`config.mk`:
```
export PLATFORM = sky130hd
export DESIGN_NAME = instr_fetch_flat
export DESIGN_NICKNAME = d
export VERILOG_FILES = /design/src/rtl/instr_fetch_pkg.sv /design/src/rtl/instr_fetch_if.sv /design/src/rtl/instr_fetch.sv /design/src/flat_wrapper.sv
export SDC_FILE = /design/constraint.sdc
export NUM_CORES = 1
export LEC_CHECK = 0
export ABC_CLOCK_PERIOD_IN_PS = 4400
export CORE_UTILIZATION = 46
export CTS_CLUSTER_SIZE = 25
export DETAILED_ROUTE_END_ITERATION = 8
export PLACE_DENSITY = 0.89
export SLEW_MARGIN = 0
export SYNTH_ARGS = -nofsm -noshare
export SYNTH_HDL_FRONTEND = slang
export SYNTH_SLANG_ARGS = --single-unit
```
`constraint.sdc`:
```
create_clock -name clk -period 4.4 [get_ports clk]
set_clock_uncertainty 0.2 [all_clocks]
set_input_delay 0.88 -clock clk [delete_from_list [all_inputs] [get_ports clk]]
set_output_delay 0.88 -clock clk [all_outputs]
set_load 0.03 [all_outputs]
```
`src/rtl/instr_fetch_pkg.sv`:
```
// ----------------------------------------------------------------------------
// instr_fetch_pkg
//   Types and defaults shared by the fetch stage, its bus interface and the
//   neighbouring PC / decode stages.
//   - fetch_state_t : fetch FSM encoding (IDLE, ARMED, RUN, HALT)
//   - DEF_*         : default widths and the program-ending opcode
// ----------------------------------------------------------------------------
package instr_fetch_pkg;

    localparam int DEF_PC_WIDTH    = 12;
    localparam int DEF_INSTR_WIDTH = 9;
    localparam int DEF_CNT_WIDTH   = 16;

    localparam logic [DEF_INSTR_WIDTH-1:0] DEF_HALT_OPCODE = 9'h1FF;

    typedef enum logic [1:0] {
        IDLE  = 2'd0,
        ARMED = 2'd1,
        RUN   = 2'd2,
        HALT  = 2'd3
    } fetch_state_t;

endpackage

```
`src/rtl/instr_fetch_if.sv`:
```
// ----------------------------------------------------------------------------
// instr_fetch_if
//   Bundles every non-clock/reset signal of the fetch stage.
//   Program handshake: the environment holds start high to request a
//   program; the run begins on the cycle start is seen low again. done is
//   a level that rises the cycle after the HALT instruction issues and falls
//   when the next start request is accepted. instr/instr_pc are meaningful
//   only while instr_valid is high; decode has no back-pressure, so every
//   valid cycle is consumed.
//   modport master : the fetch stage itself
//   modport slave  : PC stage / instruction memory / decode / program driver
//   Signals:
//     start, current_pc, flush, imem_rdata        -> into the fetch stage
//     imem_addr, instr, instr_pc, instr_valid,
//     done, issued_cnt, state (debug)             <- out of the fetch stage
// ----------------------------------------------------------------------------
interface instr_fetch_if
    import instr_fetch_pkg::*;
#(
    parameter int PC_WIDTH    = DEF_PC_WIDTH,
    parameter int INSTR_WIDTH = DEF_INSTR_WIDTH,
    parameter int CNT_WIDTH   = DEF_CNT_WIDTH
) ();

    logic                   start;
    logic [PC_WIDTH-1:0]    current_pc;
    logic                   flush;
    logic [PC_WIDTH-1:0]    imem_addr;
    logic [INSTR_WIDTH-1:0] imem_rdata;
    logic [INSTR_WIDTH-1:0] instr;
    logic [PC_WIDTH-1:0]    instr_pc;
    logic                   instr_valid;
    logic                   done;
    logic [CNT_WIDTH-1:0]   issued_cnt;
    fetch_state_t           state;

    modport master (
        input  start, current_pc, flush, imem_rdata,
        output imem_addr, instr, instr_pc, instr_valid, done, issued_cnt, state
    );

    modport slave (
        output start, current_pc, flush, imem_rdata,
        input  imem_addr, instr, instr_pc, instr_valid, done, issued_cnt, state
    );

endinterface

```
`src/rtl/instr_fetch.sv`:
```
// ----------------------------------------------------------------------------
// instr_fetch
//   Fetch stage behind the program counter. Presents current_pc to the
//   synchronous instruction memory, remembers which address is outstanding,
//   and issues the returned word to decode one cycle later tagged with its
//   address. A taken branch (flush) kills the outstanding read, leaving a
//   single bubble. The run ends when HALT_OPCODE is issued.
//   Ports:
//     clk    : rising-edge clock
//     reset  : synchronous, active-high
//     bus    : instr_fetch_if.master (see interface header for signal list)
// ----------------------------------------------------------------------------
module instr_fetch
    import instr_fetch_pkg::*;
#(
    parameter int                     PC_WIDTH    = DEF_PC_WIDTH,
    parameter int                     INSTR_WIDTH = DEF_INSTR_WIDTH,
    parameter logic [INSTR_WIDTH-1:0] HALT_OPCODE = DEF_HALT_OPCODE,
    parameter int                     CNT_WIDTH   = DEF_CNT_WIDTH
) (
    input  logic          clk,
    input  logic          reset,
    instr_fetch_if.master bus
);

    fetch_state_t         state_q, state_d;
    logic                 req_v_q, req_v_d;
    logic [PC_WIDTH-1:0]  req_pc_q, req_pc_d;
    logic                 done_q, done_d;
    logic [CNT_WIDTH-1:0] cnt_q, cnt_d;

    logic issue;
    logic halt_issue;

    // A word is issued whenever a read launched last cycle survives; the
    // read data itself is passed straight through from the memory.
    assign issue      = (state_q == RUN) && req_v_q;
    assign halt_issue = issue && (bus.imem_rdata == HALT_OPCODE);

    always_ff @(posedge clk) begin
        if (reset) begin
            state_q  <= IDLE;
            req_v_q  <= 1'b0;
            req_pc_q <= '0;
            done_q   <= 1'b0;
            cnt_q    <= '0;
        end else begin
            state_q  <= state_d;
            req_v_q  <= req_v_d;
            req_pc_q <= req_pc_d;
            done_q   <= done_d;
            cnt_q    <= cnt_d;
        end
    end

    always_comb begin
        state_d  = state_q;
        req_v_d  = req_v_q;
        req_pc_d = req_pc_q;
        done_d   = done_q;
        cnt_d    = cnt_q;

        if (issue && (cnt_q != '1)) begin
            cnt_d = cnt_q + CNT_WIDTH'(1);
        end

        case (state_q)
            IDLE: begin
                req_v_d = 1'b0;
                if (bus.start) begin
                    state_d = ARMED;
                end
            end
            ARMED: begin
                req_v_d = 1'b0;
                // The release cycle already carries the first program
                // address, so the first read launches here; flush is not
                // meaningful before the run and is ignored.
                if (!bus.start) begin
                    state_d  = RUN;
                    req_v_d  = 1'b1;
                    req_pc_d = bus.current_pc;
                end
            end
            RUN: begin
                if (halt_issue) begin
                    // HALT is already out, so it outranks a same-cycle
                    // flush or start request.
                    state_d = HALT;
                    req_v_d = 1'b0;
                    done_d  = 1'b1;
                end else if (bus.start) begin
                    state_d = ARMED;
                    req_v_d = 1'b0;
                end else begin
                    req_v_d  = !bus.flush;
                    req_pc_d = bus.current_pc;
                end
            end
            HALT: begin
                req_v_d = 1'b0;
                if (bus.start) begin
                    state_d = ARMED;
                end
            end
            default: begin
                state_d = IDLE;
                req_v_d = 1'b0;
            end
        endcase

        // Every entry into ARMED starts a fresh program.
        if ((state_d == ARMED) && (state_q != ARMED)) begin
            cnt_d  = '0;
            done_d = 1'b0;
        end
    end

    assign bus.imem_addr   = bus.current_pc;
    assign bus.instr_valid = issue;
    assign bus.instr       = issue ? bus.imem_rdata : '0;
    assign bus.instr_pc    = issue ? req_pc_q : '0;
    assign bus.done        = done_q;
    assign bus.issued_cnt  = cnt_q;
    assign bus.state       = state_q;

endmodule

```
`src/flat_wrapper.sv`:
```
// flat-port wrapper written by rule: the top's interface ports become plain ports
module instr_fetch_flat import instr_fetch_pkg::*;
#(
    parameter int                     PC_WIDTH    = DEF_PC_WIDTH,
    parameter int                     INSTR_WIDTH = DEF_INSTR_WIDTH,
    parameter logic [INSTR_WIDTH-1:0] HALT_OPCODE = DEF_HALT_OPCODE,
    parameter int                     CNT_WIDTH   = DEF_CNT_WIDTH
)
  (clk, reset, bus_start, bus_current_pc, bus_flush, bus_imem_rdata, bus_imem_addr, bus_instr, bus_instr_pc, bus_instr_valid, bus_done, bus_issued_cnt, bus_state);
  instr_fetch_if #(.PC_WIDTH(PC_WIDTH), .INSTR_WIDTH(INSTR_WIDTH), .CNT_WIDTH(CNT_WIDTH)) bus_i ();
  input  logic clk;
  input  logic reset;
  input wire logic [$bits(bus_i.start)-1:0] bus_start;
  input wire logic [$bits(bus_i.current_pc)-1:0] bus_current_pc;
  input wire logic [$bits(bus_i.flush)-1:0] bus_flush;
  input wire logic [$bits(bus_i.imem_rdata)-1:0] bus_imem_rdata;
  output wire logic [$bits(bus_i.imem_addr)-1:0] bus_imem_addr;
  output wire logic [$bits(bus_i.instr)-1:0] bus_instr;
  output wire logic [$bits(bus_i.instr_pc)-1:0] bus_instr_pc;
  output wire logic [$bits(bus_i.instr_valid)-1:0] bus_instr_valid;
  output wire logic [$bits(bus_i.done)-1:0] bus_done;
  output wire logic [$bits(bus_i.issued_cnt)-1:0] bus_issued_cnt;
  output wire logic [$bits(bus_i.state)-1:0] bus_state;
  assign bus_i.start = bus_start;
  assign bus_i.current_pc = bus_current_pc;
  assign bus_i.flush = bus_flush;
  assign bus_i.imem_rdata = bus_imem_rdata;
  assign bus_imem_addr = bus_i.imem_addr;
  assign bus_instr = bus_i.instr;
  assign bus_instr_pc = bus_i.instr_pc;
  assign bus_instr_valid = bus_i.instr_valid;
  assign bus_done = bus_i.done;
  assign bus_issued_cnt = bus_i.issued_cnt;
  assign bus_state = bus_i.state;
  instr_fetch #(.PC_WIDTH(PC_WIDTH), .INSTR_WIDTH(INSTR_WIDTH), .HALT_OPCODE(HALT_OPCODE), .CNT_WIDTH(CNT_WIDTH)) u_core (.clk(clk), .reset(reset), .bus(bus_i));
endmodule
```
**Word level (Yosys, flattened, before mapping)**

Cells that the tools add are included.

- Add/subtract/negate cells: 1
- Eq/ne operators: 8
- Muxes and demuxes: 13
- Reduce and logical (&&, ||, !) cells: 11

Operators with widths:

| operator | number |
|---|---|
| $mux W12 | 3 |
| $pmux W12 S2 | 1 |
| $add A16 B1 Y16 const B | 1 |
| $ne A16 B16 Y1 const B | 1 |
| $eq A9 B9 Y1 const B | 1 |
| $mux W9 | 1 |
| $mux W2 | 3 |
| $pmux W2 S3 | 1 |
| $eq A2 B1 Y1 const B | 2 |
| $eq A2 B2 Y1 const B | 2 |
| $logic_and A1 B1 Y1 | 4 |
| $reduce_and A2 Y1 | 2 |
| $reduce_or A2 Y1 | 2 |
| $mux W1 | 3 |
| $pmux W1 S3 | 1 |
| $logic_not A2 Y1 | 1 |
| $ne A2 B1 Y1 const B | 1 |
| $ne A2 B2 Y1 const B | 1 |
| $reduce_bool A2 Y1 | 1 |
| $logic_not A1 Y1 | 1 |

- Register bits after elaboration: 32
- Input bits: 25
- Output and inout bits: 53
- Word-level logic and storage cells: 38

**Logic depth before layout (Yosys ltp)**

- Word-level depth: 8
- Depth in mapped cells: 9
- Depth with buffers taken out: 7

**Least setup slack after synthesis**

Ideal clock, no wire load.

- Kind: register -> output
- From: register u_core.state_q[1] (netlist: u_core.bus.state[1])
- To: output bus_instr_pc[0]
- Arrival: 1.400 ns
- Required time: 3.320 ns
- Path slack: 1.920 ns
- Cell stages (with the launch flop): 4
- Path buffers: 1
- Cells stage by stage: dfxtp_1 -> ha_1 -> clkbuf_1 -> and3_1

- Longest elaborated chain between the ends: 3

RTL lines:

| what | RTL line | text |
|---|---|---|
| start: declaration | instr_fetch.sv:26 | `fetch_state_t state_q, state_d;` |
| start signal: assignment | instr_fetch.sv:48 | `state_q <= state_d;` |
| $eq A2 B2 Y1 | instr_fetch.sv:37 | `assign issue = (state_q == RUN) && req_v_q;` |
| $logic_and A1 B1 Y1 | instr_fetch.sv:37 |  |
| $mux W12 | instr_fetch.sv:122 | `assign bus.instr_pc = issue ? req_pc_q : '0;` |
| end: declaration | flat_wrapper.sv:19 | `output wire logic [$bits(bus_i.instr_pc)-1:0] bus_instr_pc;` |

Every way passes these cells.

**Worst setup path in the final report**

- From: register u_core.state_q[0] (netlist: u_core.bus.state[0])
- To: output bus_instr_valid

- Longest elaborated chain between the ends: 2

RTL lines:

| what | RTL line | text |
|---|---|---|
| $eq A2 B2 Y1 | instr_fetch.sv:37 |  |
| $logic_and A1 B1 Y1 | instr_fetch.sv:37 |  |
| end: declaration | flat_wrapper.sv:20 | `output wire logic [$bits(bus_i.instr_valid)-1:0] bus_instr_valid;` |

Every way passes these cells.

==> out/metrics.cfg <==
[clocking]
cts.clk_slew.worst_paths_ps=60
post_cts_resized=0
cts_buffers=5
htreeDepth=2
clock-root-buffer=clkbuf_8
cts_hold_buf=0
tritoncts=done
numClockSinks=32
cts.path.max_buffers=2
cts_setup_buffers=0
worstSkewPairLatency_ps=280

[cells_and_area]
drive_gt1_frac=0.0858
layout_common_cells=clkdlybuf4s50_1 (77), dfxtp_1 (32), and3_1 (23)
final_common_cell=clkdlybuf4s50_1
utilization=0.698
nNetsFinal=296
nFillCells=313
num_antenna_cells=0
finalInstanceArea_um2=2610
syn_to_final_growth_pct=41.7

[floorplanning]
placementRows=22
io_pins=78
die_area_um2=4260
start_util=0.492
core-area_um2=3740
die_y_um=65.3
die_x_um=65.3

[worst_setup_path]
critical_path_class=reg2out
worstPathRequired_ps=3320
cp.arrival_ps=2420
critical-path-top-delay-family=buffers and inverters
cpMaxStageDelayCell=clkdlybuf4s50_1
path_buf_inv=3
crit_path_cell_trace=inv_1 > ha_1 > nand2_1 > inv_2 > clkdlybuf4s50_1
worstPathMaxFanout=25
crit_path_end_kind=output port
cp-start-kind=register
max_stage_delay_ps=680

[yosys]
async_flop_share=0
avgSynthCellArea_um2=8.82
syn_nets=237
synth_ff_type=dfxtp_1
yosys_register_bits=32
yosysSeqAreaShare=0.348
yosys-top-cells-area=dfxtp_1 (35%), and3_1 (7.8%), mux2i_1 (6.5%), buf_4 (5.7%), a22oi_2 (4.1%)
synth_warnings=0
synth-edff-count=0
synth_cells=209
yosysTopAreaCell=dfxtp_1
synth_cell_types=43
syn_area_um2=1840
yosysTopAreaCellShare=0.348

[worst_hold_path]
hp-class=reg2reg

[detailed_routing]
drt_iter0_drc=66
num_vias=1788
wire_per_inst_um=15.0
dr.pass1.iters=5
routed_wl_mm=4.73
via_per_inst=5.66
ant_nets=0
drc=0

[global_route]
overflow=0
grt.total_usage=0.226
grt_max_degree=26
grt_pass1_wl_mm=7.33
antenna_found_initial=0
grt_pass1_vias=1594

[pwr]
cellPowerDensity_nw_per_um2=281
leakage_nw=1.05
vdd_drop_max_uv=147

[placed_design]
port_buffers=77
routabilityCongestion=0.854
place.detailed.hpwl_mm=3.27
pre_cts_ws_ps=1110
place_area_um2=2510

[timing]
min_period_ps=3500
fin_crit_sh=0.796
setup_viol=0
setup_tns_ps=0
slew_viol_final=0
hold_viol=0
rsz0062_at_grt=false
worstMarginPinSlew_ps=713
fin_ws_ps=898
clock.fmax_mhz=286
slew_headroom=0.525

[flow_run]
drv_cap=0

[status]
status=completed

==> Yosys cell counts, types with 6 or more instances <==
master,number
o21ai_0,6
or3_1,8
nand3_1,6
buf_4,14
nand2_1,6
nand4_1,8
inv_1,7
clkbuf_1,7
nor2_1,14
dfxtp_1,32
and3_1,23
a22oi_2,6
a22oi_1,7
o31ai_1,7
mux2i_1,12
==> layout make-up <==
class / count / area [µm²] / share of cell area
Multi-Input combinational cell: 143 / 1010 / 0.385
Inverter: 8 / 30.0 / 0.0115
Tap cell: 48 / 60.1 / 0.0230
Clock buffer: 7 / 96.3 / 0.0369
Sequential cell: 32 / 641 / 0.245
Timing Repair Buffer: 78 / 778 / 0.298
==> routing by layer <==
| layer | GRT usage | part of all wire |
|---|---|---|
| met4 | 0.0788 | 0.0080 |
| met3 | 0.0677 | 0.085 |
| met2 | 0.406 | 0.46 |
| met5 | 0 | 0 |
| met1 | 0.251 | 0.45 |
==> kinds of logic after synthesis <==
kind of cell | Yosys count | synth area share
simple gates | 85 | 0.265
compound gates | 42 | 0.187
buf+inv | 34 | 0.109
flops | 32 | 0.348
mux | 12 | 0.0652
fa+ha+maj | 3 | 0.0204
xor+xnor | 1 | 0.00475
==> final timing paths <==
check / start / to / slack (ps) / cells after the start
max: u_core.bus.state[0] / bus_instr_valid / 900 / 5
min: u_core.req_pc_q[7] / u_core.req_pc_q[7] / 290 / 2
max reg2reg: u_core.bus.state[0] / u_core.bus.issued_cnt[7] / 1590 / 6
min reg2reg: u_core.req_pc_q[7] / u_core.req_pc_q[7] / 290 / 2
==> worst reg2reg max path: stages, from the launching register on <==
cell,delay [ps]
dfxtp_1,350
inv_1,100
ha_1,590
nand3_2,180
or3_1,540
a2bb2oi_4,520
a22oi_1,180
==> state kept, by name, summed over array words and instances, names as in the netlist <==
signal                 cells
u_core.bus.issued_cnt     16
u_core.req_pc_q           12
u_core.bus.state           2
u_core.bus.done            1
u_core.req_v_q             1
==> report_power, final <==
group,total [W],internal [W],switching [W]
combinational,0.000172,0.0000766,0.0000950
sequential,0.000316,0.000304,0.0000119
clock,0.000245,0.000139,0.000106
==> per-stage QoR <==
| stage | total power (W) | hold WS, ps | cells |
|---|---|---|---|
| 5_1_grt | 0.000771 | 311 | 316 |
| 4_1_cts | 0.000738 | 292 | 316 |
| 3_3_place_gp | 0.000491 | 265 | 309 |
| 6_report | 0.000733 | 286 | 316 |
| 2_1_floorplan | 0.000448 | 255 | 209 |
| 3_5_place_dp | 0.000495 | 277 | 309 |
(Power assumes the default switching activity.)
